## src/rtl/sram_arb_pkg.sv

```systemverilog
// rtl/sram_arb_pkg.sv - shared types and helpers for the SRAM round-robin arbiter
// Contents:
//   clog2_min1  - index width for n items, never below 1 bit
//   MAX_REQ     - largest requester count the response tag can name
//   IDX_WIDTH   - requester tag width carried through the response tracker
//   rsp_entry_t - one in-flight access: {valid, idx}
package sram_arb_pkg;

  function automatic int unsigned clog2_min1(input int unsigned n);
    return (n > 1) ? $clog2(n) : 1;
  endfunction

  localparam int unsigned MAX_REQ   = 16;
  localparam int unsigned IDX_WIDTH = clog2_min1(MAX_REQ);

  // The tag is sized for MAX_REQ; tags are zero-extended requester indices,
  // so bits above clog2(NUM_REQ) are constant zero in any instance.
  typedef struct packed {
    logic                 valid;
    logic [IDX_WIDTH-1:0] idx;
  } rsp_entry_t;

endpackage

```

## src/rtl/sram_rsp_tracker.sv

```systemverilog
// rtl/sram_rsp_tracker.sv - LATENCY-deep tag pipeline returning responses to their owner
// Ports:
//   clk_i, rst_ni  - clock, asynchronous active-low reset
//   push_valid_i   - an access was granted this cycle
//   push_idx_i     - requester index owning that access
//   rvalid_o       - one-hot response valid, LATENCY cycles after the push
module sram_rsp_tracker
  import sram_arb_pkg::*;
#(
  parameter int unsigned NUM_REQ = 2,
  parameter int unsigned LATENCY = 1
) (
  input  logic                 clk_i,
  input  logic                 rst_ni,
  input  logic                 push_valid_i,
  input  logic [IDX_WIDTH-1:0] push_idx_i,
  output logic [NUM_REQ-1:0]   rvalid_o
);

  rsp_entry_t pipe_q [LATENCY];

  // Idle cycles push valid=0 so every slot tracks exactly one macro cycle.
  always_ff @(posedge clk_i or negedge rst_ni) begin
    if (!rst_ni) begin
      for (int i = 0; i < LATENCY; i++) begin
        pipe_q[i] <= '0;
      end
    end else begin
      pipe_q[0].valid <= push_valid_i;
      pipe_q[0].idx   <= push_idx_i;
      for (int i = 1; i < LATENCY; i++) begin
        pipe_q[i] <= pipe_q[i-1];
      end
    end
  end

  always_comb begin
    rvalid_o = '0;
    for (int i = 0; i < NUM_REQ; i++) begin
      if (pipe_q[LATENCY-1].valid && (pipe_q[LATENCY-1].idx == IDX_WIDTH'(i))) begin
        rvalid_o[i] = 1'b1;
      end
    end
  end

endmodule

```

## src/rtl/sram_rr_arbiter.sv

```systemverilog
// rtl/sram_rr_arbiter.sv - round-robin sharing of one single-port SRAM macro
// Ports:
//   clk_i, rst_ni        - clock (shared with macro), asynchronous active-low reset
//   req_i, gnt_o         - per-requester request / one-hot grant (combinational)
//   addr_i, we_i         - per-requester word address and write enable
//   wdata_i, strb_i      - per-requester write data and byte enables
//   rvalid_o, rdata_o    - per-requester response valid and broadcast read data
//   mem_csb_o, mem_web_o - macro chip select / write enable, active low
//   mem_wmask_o          - macro byte mask
//   mem_addr_o           - macro address
//   mem_din_o, mem_dout_i - macro write / read data
module sram_rr_arbiter
  import sram_arb_pkg::*;
#(
  parameter int unsigned NUM_REQ    = 2,
  parameter int unsigned ADDR_WIDTH = 8,
  parameter int unsigned DATA_WIDTH = 32,
  parameter int unsigned LATENCY    = 1
) (
  input  logic                             clk_i,
  input  logic                             rst_ni,
  input  logic [NUM_REQ-1:0]               req_i,
  output logic [NUM_REQ-1:0]               gnt_o,
  input  logic [NUM_REQ*ADDR_WIDTH-1:0]    addr_i,
  input  logic [NUM_REQ-1:0]               we_i,
  input  logic [NUM_REQ*DATA_WIDTH-1:0]    wdata_i,
  input  logic [NUM_REQ*DATA_WIDTH/8-1:0]  strb_i,
  output logic [NUM_REQ-1:0]               rvalid_o,
  output logic [NUM_REQ*DATA_WIDTH-1:0]    rdata_o,
  output logic                             mem_csb_o,
  output logic                             mem_web_o,
  output logic [DATA_WIDTH/8-1:0]          mem_wmask_o,
  output logic [ADDR_WIDTH-1:0]            mem_addr_o,
  output logic [DATA_WIDTH-1:0]            mem_din_o,
  input  logic [DATA_WIDTH-1:0]            mem_dout_i
);

  localparam int unsigned RR_W   = clog2_min1(NUM_REQ);
  localparam int unsigned CAND_W = RR_W + 1;
  localparam int unsigned STRB_W = DATA_WIDTH / 8;

  logic [RR_W-1:0]   rr_q, rr_d;
  logic [RR_W-1:0]   winner;
  logic [CAND_W-1:0] cand;
  logic              found;
  logic              grant;

  // Search from rr_q upward with wrap. rr_q < NUM_REQ and offset < NUM_REQ,
  // so a single conditional subtract replaces the modulo.
  always_comb begin
    found  = 1'b0;
    winner = '0;
    cand   = '0;
    for (int off = 0; off < NUM_REQ; off++) begin
      cand = {1'b0, rr_q} + CAND_W'(off);
      if (cand >= CAND_W'(NUM_REQ)) begin
        cand = cand - CAND_W'(NUM_REQ);
      end
      if (!found && req_i[cand[RR_W-1:0]]) begin
        found  = 1'b1;
        winner = cand[RR_W-1:0];
      end
    end
  end

  // Requests are ignored while reset is held so nothing reaches the macro.
  assign grant = found & rst_ni;

  always_comb begin
    rr_d = rr_q;
    if (grant) begin
      rr_d = (winner == RR_W'(NUM_REQ - 1)) ? '0 : winner + RR_W'(1);
    end
  end

  always_ff @(posedge clk_i or negedge rst_ni) begin
    if (!rst_ni) begin
      rr_q <= '0;
    end else begin
      rr_q <= rr_d;
    end
  end

  always_comb begin
    gnt_o       = '0;
    mem_csb_o   = 1'b1;
    mem_web_o   = 1'b1;
    mem_wmask_o = '0;
    mem_addr_o  = '0;
    mem_din_o   = '0;
    if (grant) begin
      gnt_o[winner] = 1'b1;
      mem_csb_o     = 1'b0;
      mem_web_o     = ~we_i[winner];
      mem_wmask_o   = strb_i[winner*STRB_W +: STRB_W];
      mem_addr_o    = addr_i[winner*ADDR_WIDTH +: ADDR_WIDTH];
      mem_din_o     = wdata_i[winner*DATA_WIDTH +: DATA_WIDTH];
    end
  end

  sram_rsp_tracker #(
    .NUM_REQ (NUM_REQ),
    .LATENCY (LATENCY)
  ) u_rsp_tracker (
    .clk_i        (clk_i),
    .rst_ni       (rst_ni),
    .push_valid_i (grant),
    .push_idx_i   (IDX_WIDTH'(winner)),
    .rvalid_o     (rvalid_o)
  );

  assign rdata_o = {NUM_REQ{mem_dout_i}};

endmodule

```

## config.mk

```make
export PLATFORM = sky130hd
export DESIGN_NAME = sram_rr_arbiter
export DESIGN_NICKNAME = d
export VERILOG_FILES = /design/src/rtl/sram_arb_pkg.sv /design/src/rtl/sram_rsp_tracker.sv /design/src/rtl/sram_rr_arbiter.sv
export SDC_FILE = /design/constraint.sdc
export NUM_CORES = 1
export LEC_CHECK = 0
export CAP_MARGIN = 30
export CELL_PAD_IN_SITES_DETAIL_PLACEMENT = 0
export CELL_PAD_IN_SITES_GLOBAL_PLACEMENT = 1
export CORE_UTILIZATION = 16
export DETAILED_ROUTE_END_ITERATION = 16
export MAX_ROUTING_LAYER = met4
export PLACE_DENSITY_LB_ADDON = 0.1
export SYNTH_ARGS = -nofsm -noshare
export SYNTH_HDL_FRONTEND = slang
export SYNTH_SLANG_ARGS = --single-unit
```

## constraint.sdc

```tcl
create_clock -name clk_i -period 2.8 [get_ports clk_i]
set_clock_uncertainty 0.05 [all_clocks]
set_input_delay 0.28 -clock clk_i [delete_from_list [all_inputs] [get_ports clk_i]]
set_output_delay 0.28 -clock clk_i [all_outputs]
set_load 0.01 [all_outputs]
```

==> qor.yml, run 1 <==
antenna_left: 0
diodes: 0
clockBufferDepth: 2
first_pass_iters: 4
crit_type: "in2out"
viasPerCell: 4.26
grt_max_degree: 48
avgRoutedWirePerCell_microns: 14.5
cts_tree: "built"
end_kind: "output pin"
vias: 1902
overflow: 0
core_sq_mm: 0.0105
cts-resized-gates: 0
setup_violations: 0
power_leakage_nw: 1.01
netlist_area_sq_mm: 0.00177
yosys.area.top_type: "buf_4"
seq_area_sq_um: 75.1
cp-start-kind: "input pin"
r2r_start: "rr_q$_DFFE_PN0P_"
dpl.hpwl_mm: 4.95
power_w: 0.000691
area_growth_pct: 62.7
holdBufCountCts: 0
tns_ns: 0
grt_pass1_vias: 1935
fillers: 1153
dieHeight_microns: 107
max_freq_mhz: 403
antenna_found_initial: 0
tightest_slew_ns: 0.361
cap_violations: 0
worstPathRequired_ns: 2.47
rsz0062_at_grt: "no"
timing.final.crit_share: 0.887
status: "finished clean"
power_density_mw_per_mm2: 240
gp_congestion: 0.698
yosys_warnings: 0
grt_pass1_wl_mm: 9.65
clk_pin_slew_ns: 0.03
path_max_fanout: 17
mostFrequentLayoutCell: "clkdlybuf4s50_1"
synth_area_leaders: "buf_4 29%, o32ai_2 27%, nand2_1 19%"
routed_wl_mm: 6.47
layout_common_cells: "142 x clkdlybuf4s50_1, 90 x nand2_1, 29 x o32ai_2, 15 x o32ai_1, 9 x buf_4"
vdd_drop_max_uv: 109
stdcell_count: 446
worstHoldPathType: "in2async"
port_buffers: 143
synth_cell_type_count: 19
ys_seq_area_frac: 0.0425
relSlewSlack: 0.760
dieArea_sq_mm: 0.0115
yosysTopAreaCellShare: 0.293
drive_gt1_frac: 0.155
floorplan.rows: 37
post_cts_buffers: 0
h-tree-depth: 1
insertion_delay_ns: 0.21
drc: 0
period_minus_slack_ns: 2.48
start_util: 0.168
io_pins: 240
syn_avg_cell_area_sq_um: 7.36
clkSinkCount: 3
drtIter0Drc: 76
placed_cells_incl_taps: 442
startpoint: "req_i[0]"
cts_root_buffer: "clkbuf_8"
finalNetCount: 437
hold_viol_final: 0
multiInputGateArea_sq_mm: 0.00102
syn-num-nets: 366
syn_inst: 240
cts_buffers: 3
die_w_microns: 107
ys_seq_elements: 3
globalRouteTotalUtil: 0.109
finalMaxSlewViolations: 0
worstPathArrival_ns: 2.15
worst paths after layout:
| kind | end | slack, ns | cells past startpoint |
|---|---|---|---|
| setup / recovery | mem_din_o[4] | 0.32 | 5 |
| hold reg to reg | rr_q$_DFFE_PN0P_ | 0.51 | 1 |
| setup reg to reg | u_rsp_tracker.pipe_q[0]$_DFF_PN0_ | 1.71 | 3 |
| max in group asynchronous | rr_q$_DFFE_PN0P_ | 2.28 | 2 |
| hold / removal | u_rsp_tracker.pipe_q[0]$_DFF_PN0_ | 0.25 | 2 |
| min in group clk_i | rr_q$_DFFE_PN0P_ | 0.49 | 2 |
synthesized netlist by cell type, drive strengths merged:
library cell  count
o32ai            44
nand2            90
o32a              1
a21bo             1
nor2b             2
o21ai             1
clkbuf            3
buf              86
nor2              2
a21oi             1
inv               3
nor3              1
and2              1
dfrtp             3
a31oi             1
per-stage QoR:
stage	hold WS, ns	worst slack, ns	instance area (sq um)	util
6_report	0.252	0.317	2870	0.273
5_1_grt	0.296	0.182	2870	0.273
4_1_cts	0.271	0.276	2870	0.273
3_5_place_dp	0.494	0.293	2830	0.269
3_3_place_gp	0.493	0.284	2830	0.269
2_1_floorplan	-0.0656	1.42	1770	-
per-layer routing:
layer / track usage / vias to the layer above / part of all wire
li1: - / 912 / -
met1: 0.107 / 877 / 0.37
met2: 0.211 / 96 / 0.52
met3: 0.0274 / 17 / 0.094
met4: 0.0313 / 0 / 0.019
met5: - / - / 0
power breakdown:
| group | internal, W | leakage, nW | total, W | switching (W) |
|---|---|---|---|---|
| Sequential | 0.0000488 | 0.0356 | 0.0000538 | 0.00000495 |
| Clock | 0.0000969 | 0.0228 | 0.000123 | 0.0000265 |
| Combinational | 0.000297 | 0.956 | 0.000513 | 0.000217 |
sequential cells by signal (all words and copies together) (netlist names):
| signal | cells |
|---|---|
| rr_q | 1 |
| u_rsp_tracker.pipe_q | 2 |
critical path, cell delays in order:
cell             delay [ns]
clkdlybuf4s50_1        0.53
a21bo_2                0.35
buf_4                  0.26
o32ai_1                0.14
clkdlybuf4s50_1        0.58
kinds of logic (layout without fill, tap and decap cells):
| kind of cell | count (synthesis) | count (layout) | share of synthesized area |
|---|---|---|---|
| and+or+nand+nor | 96 | 96 | 0.209 |
| AOI/OAI and AO/OA | 49 | 49 | 0.362 |
| DFF | 3 | 3 | 0.0425 |
| buffers and inverters | 92 | 162 | 0.386 |
final cells by class:
cell class	instances	area share
timing repair buffer	155	0.541
multi-input combinational	145	0.354
tap	136	0.0593
sequential	3	0.0261
clock buffer	4	0.0157
inverter	3	0.00392
Note: power is estimated with default switching activity, not from simulation.
==> run 2, diff against run 1 <==
--- a/config.mk
+++ b/config.mk
@@ -5,10 +5,12 @@
 export SDC_FILE = /design/constraint.sdc
 export NUM_CORES = 1
 export LEC_CHECK = 0
+export ABC_AREA = 1
+export ABC_CLOCK_PERIOD_IN_PS = 2800
 export CAP_MARGIN = 30
 export CELL_PAD_IN_SITES_DETAIL_PLACEMENT = 0
 export CELL_PAD_IN_SITES_GLOBAL_PLACEMENT = 1
-export CORE_UTILIZATION = 16
+export CORE_UTILIZATION = 13
 export DETAILED_ROUTE_END_ITERATION = 16
 export MAX_ROUTING_LAYER = met4
 export PLACE_DENSITY_LB_ADDON = 0.1
==> qor.yml, run 2 <==
seqPwrFrac: 0.081  # +0.003
cts_tree: "built"
grt.met1_usage: 0.139  # +0.0322
clockBufferDepth: 2  # unchanged
globalRouteTotalUtil: 0.109  # -0.000646
synth.most_common_cell: "buf_4"
path_max_fanout: 27  # +10
synth_edf_count: 0  # unchanged
worstPathArrival_ns: 1.99  # -0.16 ns
final_area_sq_mm: 0.00255  # -11%
stdcell_count: 452  # +1.3%
holdBufCountCts: 0  # unchanged
start_util: 0.133  # -0.0348
async_reset_ff_frac: 1.00  # unchanged
overflow: 0  # unchanged
rsz0062_at_grt: "no"
mostFrequentLayoutCell: "clkdlybuf4s50_1"
routed_wl_mm: 6.65  # +2.7%
p_sw_frac: 0.353  # -0.00616
layout_common_cells: "141 x clkdlybuf4s50_1, 49 x nand2_1, 45 x nand3_1, 44 x nand4_1, 9 x buf_4"
layout_setup_ws_ns: 0.480  # +0.163 ns
vdd_drop_max_uv: 117  # +6.9%
finalNetCount: 439  # +0.46%
grt_max_degree: 30  # -38%
busiest_layer: "met2"
use_met2: 0.178  # -0.0327
status: "finished clean"
timing.final.crit_share: 0.829  # -0.0583
hold_viol_final: 0  # unchanged
synth_compound_area_frac: 0.00348  # -0.359
yosys.area_share.simple: 0.499  # +0.290
clk_pin_slew_ns: 0.03  # about the same
cp-start-kind: "input pin"
io_pins: 240  # unchanged
tns_ns: 0  # unchanged
h-tree-depth: 1  # unchanged
synthAdderAreaFrac: 0  # unchanged
vias: 1872  # -1.6%
placed_cells_incl_taps: 448  # +1.4%
synth_top_family_by_area: "simple AND/OR/NAND/NOR gates"
dieHeight_microns: 107  # +0.11%
slowest_delay_ns: 0.55  # -0.03 ns
switching_power_w: 0.000215  # -13%
grt_pass1_wl_mm: 9.53  # -1.2%
port_buffers: 143  # unchanged
synthFlopType: "dfrtp_1"
antenna_left: 0  # unchanged
worstPathRequired_ns: 2.47  # about the same
max_freq_mhz: 431  # +7.0%
cap_violations: 0  # unchanged
synthXorXnorAreaFrac: 0  # unchanged
synthMuxAreaShare: 0  # unchanged
diodes: 0  # unchanged
grt_pass1_vias: 1805  # -6.7%
grtUsageMet3: 0.0146  # -0.0128
finalMaxSlewViolations: 0  # unchanged
viasPerCell: 4.14  # -2.9%
p_int_w: 0.000394  # -11%
power_leakage_nw: 1.08  # +6.4%
hold_slack_ns: 0.0351  # -0.217 ns
dieArea_sq_mm: 0.0115  # +0.22%
cts-resized-gates: 0  # unchanged
drc: 0  # unchanged
p_comb_frac: 0.713  # -0.030
power_frac_clock: 0.206  # +0.027
worstPathCellList: "clkdlybuf4s50_1 -> nand2_2 -> nand2_2 -> buf_4 -> nand3_1 -> nand2_1 -> clkdlybuf4s50_1"
end_kind: "output pin"
post_cts_buffers: 0  # unchanged
tightest_slew_ns: 0.322  # -0.0382 ns
netlist_area_sq_mm: 0.00144  # -19%
syn_inst: 243  # +1.3%
power_density_mw_per_mm2: 238  # -0.95%
clkSinkCount: 3  # unchanged
die_w_microns: 107  # +0.11%
core_sq_mm: 0.0108  # +2.7%
drtIter0Drc: 69  # -9.2%
synth_area_leaders: "buf_4 36%, nand4_1 19%, nand3_1 16%"
ys_seq_elements: 3  # unchanged
cts_root_buffer: "clkbuf_8"
drive_gt1_frac: 0.0641  # -0.0907
syn-num-nets: 369  # +0.82%
ys_seq_area_frac: 0.0522  # +0.00970
fillers: 1231  # +6.8%
antenna_found_initial: 0  # unchanged
synthTopCellsByCount: "68 x buf_4, 50 x nand2_1, 45 x nand3_1, 44 x nand4_1, 12 x clkbuf_1"
yosys_warnings: 0  # unchanged
avgRoutedWirePerCell_microns: 14.7  # +1.4%
floorplan.rows: 38  # +2.7%
slowest_stage: "clkdlybuf4s50_1"
relSlewSlack: 0.785  # +0.0255
insertion_delay_ns: 0.21  # about the same
dpl.hpwl_mm: 4.71  # -4.8%
syn_avg_cell_area_sq_um: 5.92  # -20%
yosys.area.top_type: "buf_4"
cts_buffers: 3  # unchanged
synth_cell_type_count: 14  # -5
post_dp_cell_area_sq_mm: 0.00251  # -11%
top_register: "u_rsp_tracker.pipe_q"
largest_reg_flops: 2  # unchanged
preCtsSetupSlack_ns: 0.459  # +0.167 ns
yosysTopAreaCellShare: 0.355  # +0.0617
reg.largest.list: "u_rsp_tracker.pipe_q x2, rr_q x1"
setup_violations: 0  # unchanged
period_minus_slack_ns: 2.32  # -0.163 ns
area_growth_pct: 77.7
crit_type: "in2out"
gp_congestion: 0.699  # +0.11%
first_pass_iters: 4  # unchanged
worstHoldPathType: "in2async"
==> run 2: kinds of logic (layout without fill, tap and decap cells) <==
family / after synthesis / after routing
buffers and inverters: 95 / 164
flip-flops: 3 / 3
AO/OA/AOI/OAI: 1 / 1
AND/OR/NAND/NOR: 144 / 144
==> run 2: area by class of cell <==
| cell class | count | area, sq um | area share |
|---|---|---|---|
| multi-input combinational | 145 | 724 | 0.284 |
| tap | 140 | 175 | 0.0686 |
| inverter | 7 | 26.3 | 0.0103 |
| sequential | 3 | 75.1 | 0.0294 |
| timing repair buffer | 153 | 1510 | 0.591 |
| clock buffer | 4 | 45.0 | 0.0176 |
==> run 2: stage by stage <==
stage | power [W] | util
after floorplan | 0.000304 | -
after global placement | 0.000492 | 0.233
after detailed placement | 0.000489 | 0.233
after CTS | 0.000621 | 0.237
after global routing | 0.000652 | 0.237
final | 0.000609 | 0.237
==> run 2: path summary, 6_finish.rpt <==
path | startpoint | endpoint | slack [ns] | cells past startpoint
max in group asynchronous | rst_ni | u_rsp_tracker.pipe_q[0]$_DFF_PN0_ | 2.46 | 2
setup / recovery | req_i[0] | mem_din_o[16] | 0.48 | 7
min in group clk_i | rst_ni | u_rsp_tracker.pipe_q[4]$_DFF_PN0_ | 0.49 | 4
setup reg to reg | rr_q$_DFFE_PN0P_ | rr_q$_DFFE_PN0P_ | 1.59 | 6
hold reg to reg | rr_q$_DFFE_PN0P_ | rr_q$_DFFE_PN0P_ | 0.51 | 2
hold / removal | rst_ni | rr_q$_DFFE_PN0P_ | 0.04 | 2
==> run 2: power by group through the flow <==
stage,clock (W),sequential (W),combinational (W)
6_report,0.000125,0.0000492,0.000434
5_1_grt,0.000135,0.0000494,0.000468
4_1_cts,0.000130,0.0000492,0.000442
3_5_place_dp,0,0.0000497,0.000439
3_3_place_gp,0,0.0000496,0.000442
2_1_floorplan,0,0.0000495,0.000254
==> run 2: worst max-delay path: cells and delay by family <==
family | cells | cell delay (ns)
buffers and inverters | 3 | 1.36
and+or+nand+nor | 4 | 0.32
==> run 2: per-layer routing <==
metal / vias to the layer above / routed length [microns]
met3: 19 / 412
met2: 85 / 3210
met5: - / 0
met4: 0 / 97
li1: 912 / -
met1: 856 / 2930
